### src/rtl/core_sequencer.sv
`timescale 1ns/1ps
// core_sequencer: multi-cycle control FSM for the rv32i core.
// Steps fetch, execute, memory and writeback, with traps and perf counters.
module core_sequencer #(
  parameter int CNT_W     = 64,
  parameter int TIMEOUT_W = 8,
  parameter int TIMEOUT   = 200
) (
  input  logic             clk,
  input  logic             rstn,
  input  logic             i_run,
  output logic [2:0]       o_state,
  output logic             o_fetch_valid,
  input  logic             i_fetch_ready,
  input  logic             i_instr_valid,
  input  logic             i_instr_fault,
  output logic             o_instr_ready,
  output logic             o_exec_valid,
  input  logic             i_exec_ready,
  input  logic             i_exec_is_mem,
  input  logic             i_exec_trap,
  output logic             o_mem_valid,
  input  logic             i_mem_ready,
  input  logic             i_rsp_valid,
  input  logic             i_mem_fault,
  output logic             o_rsp_ready,
  output logic             o_wb_en,
  output logic             o_pc_en,
  output logic             o_trap,
  output logic [2:0]       o_trap_cause,
  output logic [CNT_W-1:0] o_cycle,
  output logic [CNT_W-1:0] o_instret
);

  typedef enum logic [2:0] {
    IDLE       = 3'd0,
    FETCH_REQ  = 3'd1,
    FETCH_WAIT = 3'd2,
    EXECUTE    = 3'd3,
    MEM_REQ    = 3'd4,
    MEM_WAIT   = 3'd5,
    WRITEBACK  = 3'd6,
    TRAP       = 3'd7
  } state_t;

  localparam logic [2:0] C_FETCH = 3'd1;
  localparam logic [2:0] C_EXEC  = 3'd2;
  localparam logic [2:0] C_MEM   = 3'd3;
  localparam logic [2:0] C_FTO   = 3'd4;
  localparam logic [2:0] C_MTO   = 3'd5;

  localparam bit TO_EN = (TIMEOUT > 0);
  localparam logic [TIMEOUT_W-1:0] W_LAST =
    TIMEOUT_W'((TIMEOUT > 0) ? TIMEOUT - 1 : 0);
  localparam logic [TIMEOUT_W-1:0] W_SAT = '1;

  state_t               state;
  state_t               nxt;
  logic [TIMEOUT_W-1:0] wcnt;
  logic [2:0]           cause;
  logic                 stall;
  logic                 expired;

  assign o_state = state;
  assign expired = TO_EN && (wcnt == W_LAST);

  // A handshake in the expiring cycle still advances the state.
  always_comb begin
    nxt   = state;
    cause = 3'd0;
    stall = 1'b0;
    unique case (state)
      IDLE: begin
        if (i_run) nxt = FETCH_REQ;
      end
      FETCH_REQ: begin
        if (i_fetch_ready) begin
          nxt = FETCH_WAIT;
        end else begin
          stall = 1'b1;
          if (expired) begin
            nxt   = TRAP;
            cause = C_FTO;
          end
        end
      end
      FETCH_WAIT: begin
        if (i_instr_valid) begin
          if (i_instr_fault) begin
            nxt   = TRAP;
            cause = C_FETCH;
          end else begin
            nxt = EXECUTE;
          end
        end else begin
          stall = 1'b1;
          if (expired) begin
            nxt   = TRAP;
            cause = C_FTO;
          end
        end
      end
      EXECUTE: begin
        if (i_exec_ready) begin
          if (i_exec_trap) begin
            nxt   = TRAP;
            cause = C_EXEC;
          end else if (i_exec_is_mem) begin
            nxt = MEM_REQ;
          end else begin
            nxt = WRITEBACK;
          end
        end
      end
      MEM_REQ: begin
        if (i_mem_ready) begin
          nxt = MEM_WAIT;
        end else begin
          stall = 1'b1;
          if (expired) begin
            nxt   = TRAP;
            cause = C_MTO;
          end
        end
      end
      MEM_WAIT: begin
        if (i_rsp_valid) begin
          if (i_mem_fault) begin
            nxt   = TRAP;
            cause = C_MEM;
          end else begin
            nxt = WRITEBACK;
          end
        end else begin
          stall = 1'b1;
          if (expired) begin
            nxt   = TRAP;
            cause = C_MTO;
          end
        end
      end
      WRITEBACK, TRAP: begin
        nxt = i_run ? FETCH_REQ : IDLE;
      end
    endcase
  end

  // Strobes are registered from the next state so they track state exactly.
  always_ff @(posedge clk or negedge rstn) begin
    if (!rstn) begin
      state         <= IDLE;
      wcnt          <= '0;
      o_trap_cause  <= 3'd0;
      o_cycle       <= '0;
      o_instret     <= '0;
      o_fetch_valid <= 1'b0;
      o_instr_ready <= 1'b0;
      o_exec_valid  <= 1'b0;
      o_mem_valid   <= 1'b0;
      o_rsp_ready   <= 1'b0;
      o_wb_en       <= 1'b0;
      o_pc_en       <= 1'b0;
      o_trap        <= 1'b0;
    end else begin
      state <= nxt;
      if (nxt != state) begin
        wcnt <= '0;
      end else if (stall && (wcnt != W_SAT)) begin
        wcnt <= wcnt + TIMEOUT_W'(1);
      end
      if (nxt == TRAP) o_trap_cause <= cause;
      if (state != IDLE) o_cycle <= o_cycle + CNT_W'(1);
      if (state == WRITEBACK) o_instret <= o_instret + CNT_W'(1);
      o_fetch_valid <= (nxt == FETCH_REQ);
      o_instr_ready <= (nxt == FETCH_WAIT);
      o_exec_valid  <= (nxt == EXECUTE);
      o_mem_valid   <= (nxt == MEM_REQ);
      o_rsp_ready   <= (nxt == MEM_WAIT);
      o_wb_en       <= (nxt == WRITEBACK);
      o_pc_en       <= (nxt == WRITEBACK) || (nxt == TRAP);
      o_trap        <= (nxt == TRAP);
    end
  end

endmodule

### config.mk
export PLATFORM = sky130hd
export DESIGN_NAME = core_sequencer
export DESIGN_NICKNAME = d
export VERILOG_FILES = /design/src/rtl/core_sequencer.sv
export SDC_FILE = /design/constraint.sdc
export NUM_CORES = 1
export LEC_CHECK = 0
export CAP_MARGIN = 20
export CORE_MARGIN = 1.5
export CORE_UTILIZATION = 55
export DETAILED_ROUTE_END_ITERATION = 8
export DONT_BUFFER_PORTS = 1
export PLACE_DENSITY = 0.76
export SLEW_MARGIN = 5
export SYNTH_ARGS = -nofsm -noshare
export SYNTH_HDL_FRONTEND = slang
export SYNTH_SLANG_ARGS = --single-unit
### constraint.sdc
create_clock -name clk -period 6.2 [get_ports clk]
set_clock_uncertainty 0.15 [all_clocks]
set_input_delay 0.93 -clock clk [delete_from_list [all_inputs] [get_ports clk]]
set_output_delay 0.93 -clock clk [all_outputs]
set_load 0.005 [all_outputs]
==> impl_metrics.ini <==
[outcome]
status = complete, no violations

[detailed_routing]
wl_um = 15300
drt_iter0_drc = 371
routed_via_density = 5.93
routedWlPerCell_um = 18.5
dr.pass1.iters = 5
drcViolationCount = 0
ant_nets = 0
dr_total_vias = 4918

[clock_tree]
cts_sinks = 150
hold_buffers = 0
path_clk_slew_ps = 60
root_buffer = clkbuf_16
cts_tree = built
insertion_delay_ps = 420
clock_path_buffers = 2
ctsResizeCount = 0
htreeDepth = 4
cts_buffers = 17
cts_setup_buffers = 0

[timing]
timing.fmax_mhz = 337
slew_viol_final = 0
final.setup.tns_ps = 0
slew_headroom = 0.355
finalCritPeriodShare = 0.478
rsz0062_at_grt = false
hold_viol_final = 0
worst_slew_pin_slew_ps = 959
setup_violations = 0
period_minus_slack_ps = 2970

[finish]
areaGrowthSynthToFinish_pct = 12.5
antenna_cells = 0
layout.nets = 664
final_cell_area_um2 = 7750
drive_gt1_frac = 0.0680

[synthesis]
synth-edff-count = 0
synth_cells = 638
synth-seq-cells = 150
synthFlopType = dfrtp_1
postSynthAreaPerCell_um2 = 10.8
synthTopCellsByArea = dfrtp_1 54%, xnor2_1 9.8%, xor2_1 7.1%, nand3_1 3.5%, nand2_1 3.4%
async_flop_share = 1.00
synth.cell_area_um2 = 6890
yosysTopAreaCell = dfrtp_1
yosys_warnings = 0
ys_types = 50
synth_nets = 653
synth_top_area_share = 0.545
synth_commonest_cells = 150 x dfrtp_1, 77 x xnor2_1, 63 x nand2_1
yosysMostFrequentCell = dfrtp_1
ys_seq_area_frac = 0.545

[pwr]
ir_drop_v = 0.000273
intPower_w = 0.00197
power_frac_comb = 0.123
switching_power_w = 0.000715
p_per_area_nw_per_um2 = 347
seqPwrFrac = 0.442
clkPwrFrac = 0.436
netSwitchingFraction = 0.266
p_leak_nw = 3.61

[min_path]
hold_path_class = in2async

[worst_setup_path]
endpoint_kind = flop
cp_slowest_cell = dfrtp_1
slowest_delay_ps = 800
start_kind = flop
arrival_ps = 3120
crit_chain = o31ai_1 -> nor4_1 -> and3_1 -> nand2_1 -> or3_1 -> xnor2_1
crit_required_ps = 6360
path_class = reg2reg
path_max_fanout = 25

[floorplanning]
io_pins = 154
die_y_um = 115
die_x_um = 115
coreArea_um2 = 12100
fp-row-count = 40
initial_core_util = 0.569
dieArea_um2 = 13200

[place]
dp_hpwl_um = 10500
gp_congestion = 0.859
post_dp_cell_area_um2 = 7070
port_buffers = 0

[global_routing]
grt.overflow.total = 0
grt_pass1_vias = 5020
grt_max_degree = 151
grt_util_all_layers = 0.239
grt_pass1_wl_um = 24800
antenna_found_initial = 0

[job]
maxCapViolCount = 0
[layer usage]
layer  vias to the layer above  wire length [µm]  track usage
li1                       2233                 -            -
met1                      2481              6410        0.295
met2                       174              7630        0.390
met3                        30               997       0.0838
met4                         0               282       0.0897
met5                         -                 0            0
[layout by cell type (no fill, tap or decap), types with 4 or more instances in the layout]
cell type	synthesis	routed
bufinv_16	0	6
xor2_1	56	56
and3_1	33	33
nor2_1	48	48
nand3_1	48	48
and4_1	10	10
nor4_2	4	4
and2_1	8	8
clkbuf_16	0	17
o21ai_0	7	7
inv_1	15	15
dfrtp_1	150	150
a21o_1	5	5
or3_1	5	5
nand4_1	33	33
nor4_1	6	6
nand2_1	63	63
nor3_1	18	18
xnor2_1	77	77
[worst paths after layout]
kind / cells past startpoint / start / to / slack, ps
setup / recovery: 6 / o_state[0]$_DFF_PN0_ / o_cycle[30]$_DFFE_PN0P_ / 3230
hold / removal: 0 / rstn / o_cycle[37]$_DFFE_PN0P_ / 50
setup reg to reg: 6 / o_state[0]$_DFF_PN0_ / o_cycle[30]$_DFFE_PN0P_ / 3230
hold reg to reg: 1 / o_instret[13]$_DFFE_PN0N_ / o_instret[13]$_DFFE_PN0N_ / 360
max in group asynchronous: 0 / rstn / o_pc_en$_DFF_PN0_ / 5610
min in group clk: 1 / o_instret[13]$_DFFE_PN0N_ / o_instret[13]$_DFFE_PN0N_ / 360
[final cells by class]
class / instances / area, µm²
flip-flops and latches: 150 / 3750
well taps: 168 / 210
fillers: 932 / 4360
clock buffers: 21 / 460
inverters: 15 / 56.3
multi-input cells: 465 / 3050
clock inverters: 11 / 220
[logic make-up after synthesis]
family                     after synthesis  share of synthesized area
AOI/OAI and AO/OA                       30                     0.0309
xor gates and xnor gates               133                      0.169
adders and majority gates                3                    0.00545
buffers and inverters                   23                     0.0129
DFF                                    150                      0.545
muxes                                    2                    0.00309
and+or+nand+nor                        297                      0.234
[worst max-delay path, delay by kind of cell (launching register included)]
family           cells  cell delay (ps)
XOR/XNOR             1              130
AO/OA/AOI/OAI        1              320
flip-flops           1              800
AND/OR/NAND/NOR      4             1450
[power groups by stage]
stage | Sequential, W | Clock, W | Combinational (W)
6_report | 0.00119 | 0.00117 | 0.000330
5_1_grt | 0.00120 | 0.00124 | 0.000375
4_1_cts | 0.00119 | 0.00119 | 0.000326
3_5_place_dp | 0.00120 | 0 | 0.000324
3_3_place_gp | 0.00120 | 0 | 0.000314
2_1_floorplan | 0.00114 | 0 | 0.000300
[flip-flops by register name, indices dropped and copies added (netlist names)]
signal,cells
o_instr_ready,1
o_instret,64
o_trap_cause,3
o_trap,1
o_mem_valid,1
o_pc_en,1
o_cycle,64
wcnt,8
o_exec_valid,1
o_fetch_valid,1
o_wb_en,1
o_state,3
o_rsp_ready,1
[through the flow]
stage                     std cells  hold slack [ps]   util  power [W]  worst slack, ps
final                           830             50.7  0.640    0.00269             3230
after global routing            830             24.5  0.640    0.00281             2990
after CTS                       830             33.9  0.640    0.00270             3270
after detailed placement        798              354  0.583    0.00153             3300
after global placement          798              336  0.583    0.00151             3390
after floorplan                 638              315      -    0.00144             3800
(Power assumes the default switching activity.)
